### src/rtl/cr_fifo_wr_arb.sv
`default_nettype none
// +----------------------------------------------------------------------------+
// | Module   : cr_fifo_wr_arb                                                  |
// | Purpose  : Packet-locking round-robin write arbiter in front of a shared   |
// |            1R1W FIFO write port. One requester owns the FIFO from its      |
// |            grant until its end-of-packet beat is written.                  |
// | Ports    : clk, rst          - clock, synchronous active-high reset        |
// |            req_valid_i/eop_i/data_i, req_ready_o - per-requester beats     |
// |            fifo_wen_o, fifo_wdata_o, fifo_full_i, fifo_afull_i - FIFO side |
// |            grant_id_o, busy_o - current owner and lock status              |
// |            stat_clr_i, stat_pkt_cnt_o - per-requester packet statistics    |
// | Options  : CR_FIFO_WR_ARB_STATS_EN enables the saturating 16-bit packet    |
// |            counters; when undefined stat_pkt_cnt_o is tied to zero.        |
// | Revision : 1.0 - initial release                                           |
// +----------------------------------------------------------------------------+
module cr_fifo_wr_arb #(
  parameter int N_REQ  = 4,
  parameter int DATA_W = 71,
  parameter int ID_W   = $clog2(N_REQ)
) (
  input  logic                    clk,
  input  logic                    rst,
  input  logic [N_REQ-1:0]        req_valid_i,
  input  logic [N_REQ-1:0]        req_eop_i,
  input  logic [N_REQ*DATA_W-1:0] req_data_i,
  output logic [N_REQ-1:0]        req_ready_o,
  output logic                    fifo_wen_o,
  output logic [DATA_W-1:0]       fifo_wdata_o,
  input  logic                    fifo_full_i,
  input  logic                    fifo_afull_i,
  output logic [ID_W-1:0]         grant_id_o,
  output logic                    busy_o,
  input  logic                    stat_clr_i,
  output logic [N_REQ*16-1:0]     stat_pkt_cnt_o
);

  localparam logic            S_IDLE   = 1'b0;
  localparam logic            S_LOCK   = 1'b1;
  localparam logic [ID_W-1:0] LAST_RST = ID_W'(N_REQ - 1);
  localparam logic [15:0]     CNT_MAX  = 16'hFFFF;

  logic            state_q, state_d;
  logic [ID_W-1:0] grant_q, grant_d;
  logic [ID_W-1:0] last_q, last_d;
  logic [ID_W-1:0] rr_pick;
  logic            rr_found;
  logic            accept;
  logic            eop_accept;

  // Owner beat is written the same cycle it is offered; fifo_full alone
  // stalls it, so the FIFO can never be overrun.
  assign accept     = (state_q == S_LOCK) && req_valid_i[grant_q] && !fifo_full_i;
  assign eop_accept = accept && req_eop_i[grant_q];

  // Round-robin search starting one past the previous owner. The sum is
  // wrapped by subtraction so non-power-of-two N_REQ works.
  always_comb begin
    int              sum;
    logic [ID_W-1:0] idx;
    rr_pick  = '0;
    rr_found = 1'b0;
    sum      = 0;
    idx      = '0;
    for (int k = 1; k <= N_REQ; k++) begin
      sum = int'(last_q) + k;
      if (sum >= N_REQ) begin
        sum = sum - N_REQ;
      end
      idx = ID_W'(sum);
      if (!rr_found && req_valid_i[idx]) begin
        rr_pick  = idx;
        rr_found = 1'b1;
      end
    end
  end

  // State register
  always_ff @(posedge clk) begin
    if (rst) begin
      state_q <= S_IDLE;
      grant_q <= '0;
      last_q  <= LAST_RST;
    end else begin
      state_q <= state_d;
      grant_q <= grant_d;
      last_q  <= last_d;
    end
  end

  // Next-state logic
  always_comb begin
    state_d = state_q;
    grant_d = grant_q;
    last_d  = last_q;
    case (state_q)
      S_IDLE: begin
        // afull only gates the start of a packet; a locked packet runs on.
        if (!fifo_afull_i && rr_found) begin
          state_d = S_LOCK;
          grant_d = rr_pick;
        end
      end
      S_LOCK: begin
        if (eop_accept) begin
          state_d = S_IDLE;
          last_d  = grant_q;
        end
      end
      default: state_d = S_IDLE;
    endcase
  end

  // Output logic
  always_comb begin
    req_ready_o  = '0;
    fifo_wen_o   = accept;
    busy_o       = (state_q == S_LOCK);
    grant_id_o   = grant_q;
    fifo_wdata_o = req_data_i[DATA_W-1:0];
    if (state_q == S_LOCK) begin
      req_ready_o[grant_q] = !fifo_full_i;
    end
    for (int i = 0; i < N_REQ; i++) begin
      if (grant_q == ID_W'(i)) begin
        fifo_wdata_o = req_data_i[i*DATA_W +: DATA_W];
      end
    end
  end

`ifdef CR_FIFO_WR_ARB_STATS_EN
  logic [N_REQ-1:0][15:0] cnt_q;

  // Clear wins over a same-cycle increment; counters stick at all-ones.
  always_ff @(posedge clk) begin
    if (rst || stat_clr_i) begin
      cnt_q <= '0;
    end else begin
      for (int i = 0; i < N_REQ; i++) begin
        if (eop_accept && (grant_q == ID_W'(i)) && (cnt_q[i] != CNT_MAX)) begin
          cnt_q[i] <= cnt_q[i] + 16'd1;
        end
      end
    end
  end

  assign stat_pkt_cnt_o = cnt_q;
`else
  logic unused_stat_clr;

  assign unused_stat_clr = stat_clr_i;
  assign stat_pkt_cnt_o  = '0;
`endif

endmodule
`default_nettype wire

### config.mk
export PLATFORM = sky130hd
export DESIGN_NAME = cr_fifo_wr_arb
export DESIGN_NICKNAME = d
export VERILOG_FILES = /design/src/rtl/cr_fifo_wr_arb.sv
export SDC_FILE = /design/constraint.sdc
export NUM_CORES = 1
export LEC_CHECK = 0
export CAP_MARGIN = 30
export CORE_AREA = 2 2 172 174
export DETAILED_ROUTE_END_ITERATION = 10
export DIE_AREA = 0 0 174 176
export SKIP_CTS_REPAIR_TIMING = 1
export SYNTH_ARGS = -nofsm -noshare
export SYNTH_HDL_FRONTEND = slang
export SYNTH_SLANG_ARGS = --single-unit
### constraint.sdc
create_clock -name clk -period 1.7 [get_ports clk]
set_input_delay 0.34 -clock clk [delete_from_list [all_inputs] [get_ports clk]]
set_output_delay 0.34 -clock clk [all_outputs]
set_load 0.02 [all_outputs]
==> flow_summary.toml <==
[sta]
rsz0062_at_grt = "yes"
post-route-period-util_pct = 115
final-hold-violation-count = 0
finalCriticalPeriod_ns = 1.96
setup_slack_ns = -0.257
finalClockSkew_ns = 0.00240
final-setup-viol-count = 72
max_freq_mhz = 511
slew_viol_final = 0
timing.hold.ws_ns = 0.559

[logic_synthesis]
synth.area.top_cells = "mux4_2 (63%), buf_4 (19%), dfxtp_1 (3.9%)"
synth_simple_gate_area_share_pct = 3.20
synth_top_family_by_area = "multiplexers"
synth.cell_area_sq_mm = 0.00258
synth_ff_type = "dfxtp_1"
synth_xor_area_share_pct = 0
synth_fa_ha_area_share_pct = 0
syn_avg_cell_area_sq_um = 13.0
synth_edf_count = 0
synthArstFlopShare_pct = 0
postSynthRegisterBits = 5
synth_seq_area_share_pct = 3.88
synth_compound_area_share_pct = 3.78
synthMuxAreaShare_pct = 64.8
netlist_instances = 198
ys_types = 24
synth_top_area_share_pct = 62.9
synth_top_area_cell = "mux4_2"
yosys_warnings = 0

[power]
power_density_mw_per_mm2 = 407
ir_worst_vdd_mv = 0.274
p_leak_nw = 2.53

[cells_and_area]
area_delta_synth_final_pct = 158
final_nets = 888
layout.area.seq_sq_um = 108
drive_above_1_share_pct = 32.4
multi_input_area_sq_mm = 0.00211
stdcell_area_sq_mm = 0.00666
fill_cells = 3132

[worst_hold_path]
hp-class = "flop to flop"

[critical_path]
crit_path_max_incr_delay_ns = 0.52
crit_type = "flop to output port"
path_cells = "buf_12, buf_4, mux4_2, buf_2"
worstSetupStartpointType = "flop"
critPathRequiredTime_ns = 1.36
critPathCaptureType = "output port"
critPathMaxFanout = 12
cp_slowest_cell = "mux4_2"
arrival_ns = 1.62

[clock_tree]
htree_num_levels = 1
cts_root_buffer = "clkbuf_16"
clock_sinks = 5
clock_tree.buffer_depth = 2
tritoncts = "yes"
clkSlewWorstSetupHoldPaths_ns = 0.03
cts_buffers = 3
clkLatencyLatePin_ns = 0.23

[floorplanning]
std_cell_rows = 62
ios = 440
die_area_sq_mm = 0.0306
die_h_um = 176
die_x_um = 174
coreArea_sq_mm = 0.0285
initial_core_util_pct = 9.04

[global_route]
grt_use_total_pct = 10.1
grt-ovfl-total = 0
grt_start_max_net_pins = 38
antenna_found_initial = 4
grt_pass1_vias = 3463
grt_pass1_wl_mm = 23.4

[routing]
drcViolationCount = 0
wirelength_mm = 17.1
wire_per_inst_um = 17.5
vias = 3371
viasPerCell = 3.45
first_pass_iters = 4
drtAntennaViolNets = 0
first_iter_violations = 131

[place]
place_hpwl_mm = 15.5
gp_congestion = 0.803
placed_area_sq_mm = 0.00678
portBuffers = 374

[status]
violations = "negative setup slack"
status = "complete, but fails checks"

[flow_run]
cap_violations = 0
==> stage by stage <==
| step | total power, mW | utilization [%] | setup TNS (ns) | setup slack, ns | cells |
|---|---|---|---|---|---|
| floorplan | 1.27 | - | -0.192 | -0.00384 | 261 |
| global placement | 2.45 | 23.7 | -31.95 | -0.547 | 970 |
| detailed placement | 2.46 | 23.7 | -32.31 | -0.557 | 970 |
| CTS | 2.86 | 24.0 | -45.09 | -0.676 | 974 |
| global route | 2.84 | 23.3 | -17.66 | -0.288 | 976 |
| finish | 2.71 | 23.3 | -14.36 | -0.257 | 978 |
==> sequential cells by signal, summed over array words and instances (netlist names) <==
register / flops
grant_id_o: 2
last_q: 2
busy_o: 1
==> layer usage <==
metal  GRT usage (%)  wire, um  part of all wire (%)  vias up
met3            3.25      1660                   9.7        8
met1            12.3      6750                    39     1652
met4            2.21       141                  0.82        0
met2            17.5      8570                    50      229
li1                -         -                     -     1482
met5               0         0                     0        -
==> cell usage after synthesis (2+ instances only) <==
cell type	number
mux4_2	72
buf_4	64
buf_2	10
nor2_1	9
buf_6	7
dfxtp_1	5
mux2i_1	5
a21oi_1	3
inv_1	3
nand2_1	3
o21ai_0	3
o22ai_1	2
==> final cells by class <==
class	instances	share of cell area (%)
Timing Repair Buffer	407	58.0
Multi-Input combinational cell	171	31.6
Tap cell	384	7.22
Sequential cell	5	1.62
Clock buffer	4	1.18
Inverter	3	0.169
Antenna cell	4	0.150
==> layout by cell type (no fill, tap or decap) <==
cell type	synthesis	routed
nand2b_1	1	1
nor2b_1	1	1
a211o_1	1	1
a21oi_1	3	3
buf_8	0	1
mux4_2	72	72
and2_4	1	1
nor2_4	0	1
nand3b_1	1	1
buf_2	10	43
dfxtp_4	0	2
o41ai_2	1	1
or3b_4	0	1
dlymetal6s2s_1	0	4
inv_1	3	3
o22ai_1	2	2
o31a_1	1	1
clkbuf_16	0	3
dfxtp_1	5	3
clkdlybuf4s50_1	0	295
nand2_1	3	3
mux2i_1	5	4
clkbuf_1	0	1
buf_6	7	20
o22ai_2	1	1
nor2_1	9	8
diode_2	0	4
o21ai_0	3	3
o2bb2ai_1	1	1
clkbuf_2	0	11
conb_1	1	64
buf_12	0	8
mux2i_2	0	1
buf_4	64	25
==> worst max-delay path, delay by kind of cell, from the launching register on <==
| family | cells | cell delay, ns |
|---|---|---|
| muxes | 1 | 0.52 |
| DFF | 1 | 0.36 |
| buffers and inverters | 3 | 0.48 |
==> path summary, 6_finish.rpt <==
| check | startpoint | end | slack [ns] | cells past startpoint |
|---|---|---|---|---|
| min | last_q[0] | last_q[0] | 0.56 | 2 |
| max reg2reg | grant_id_o[0] | last_q[1] | 0.08 | 5 |
| min reg2reg | last_q[0] | last_q[0] | 0.56 | 2 |
| max | grant_id_o[0] | fifo_wdata_o[60] | -0.26 | 4 |
==> logic make-up (layout without fill, tap and decap cells) <==
group | after synthesis | after routing
compound gates | 13 | 13
mux | 77 | 77
simple gates | 17 | 17
flops | 5 | 5
buf+inv | 85 | 414
other cells | 1 | 68
==> power breakdown <==
part           leakage (nW)  internal [mW]  switching (mW)  total [mW]
sequential           0.0424          0.126          0.0117       0.138
combinational          2.45           1.29           0.898        2.19
clock                0.0382          0.310          0.0734       0.384
total                  2.53           1.72           0.984        2.71
Power figures use the tool's default switching activity.
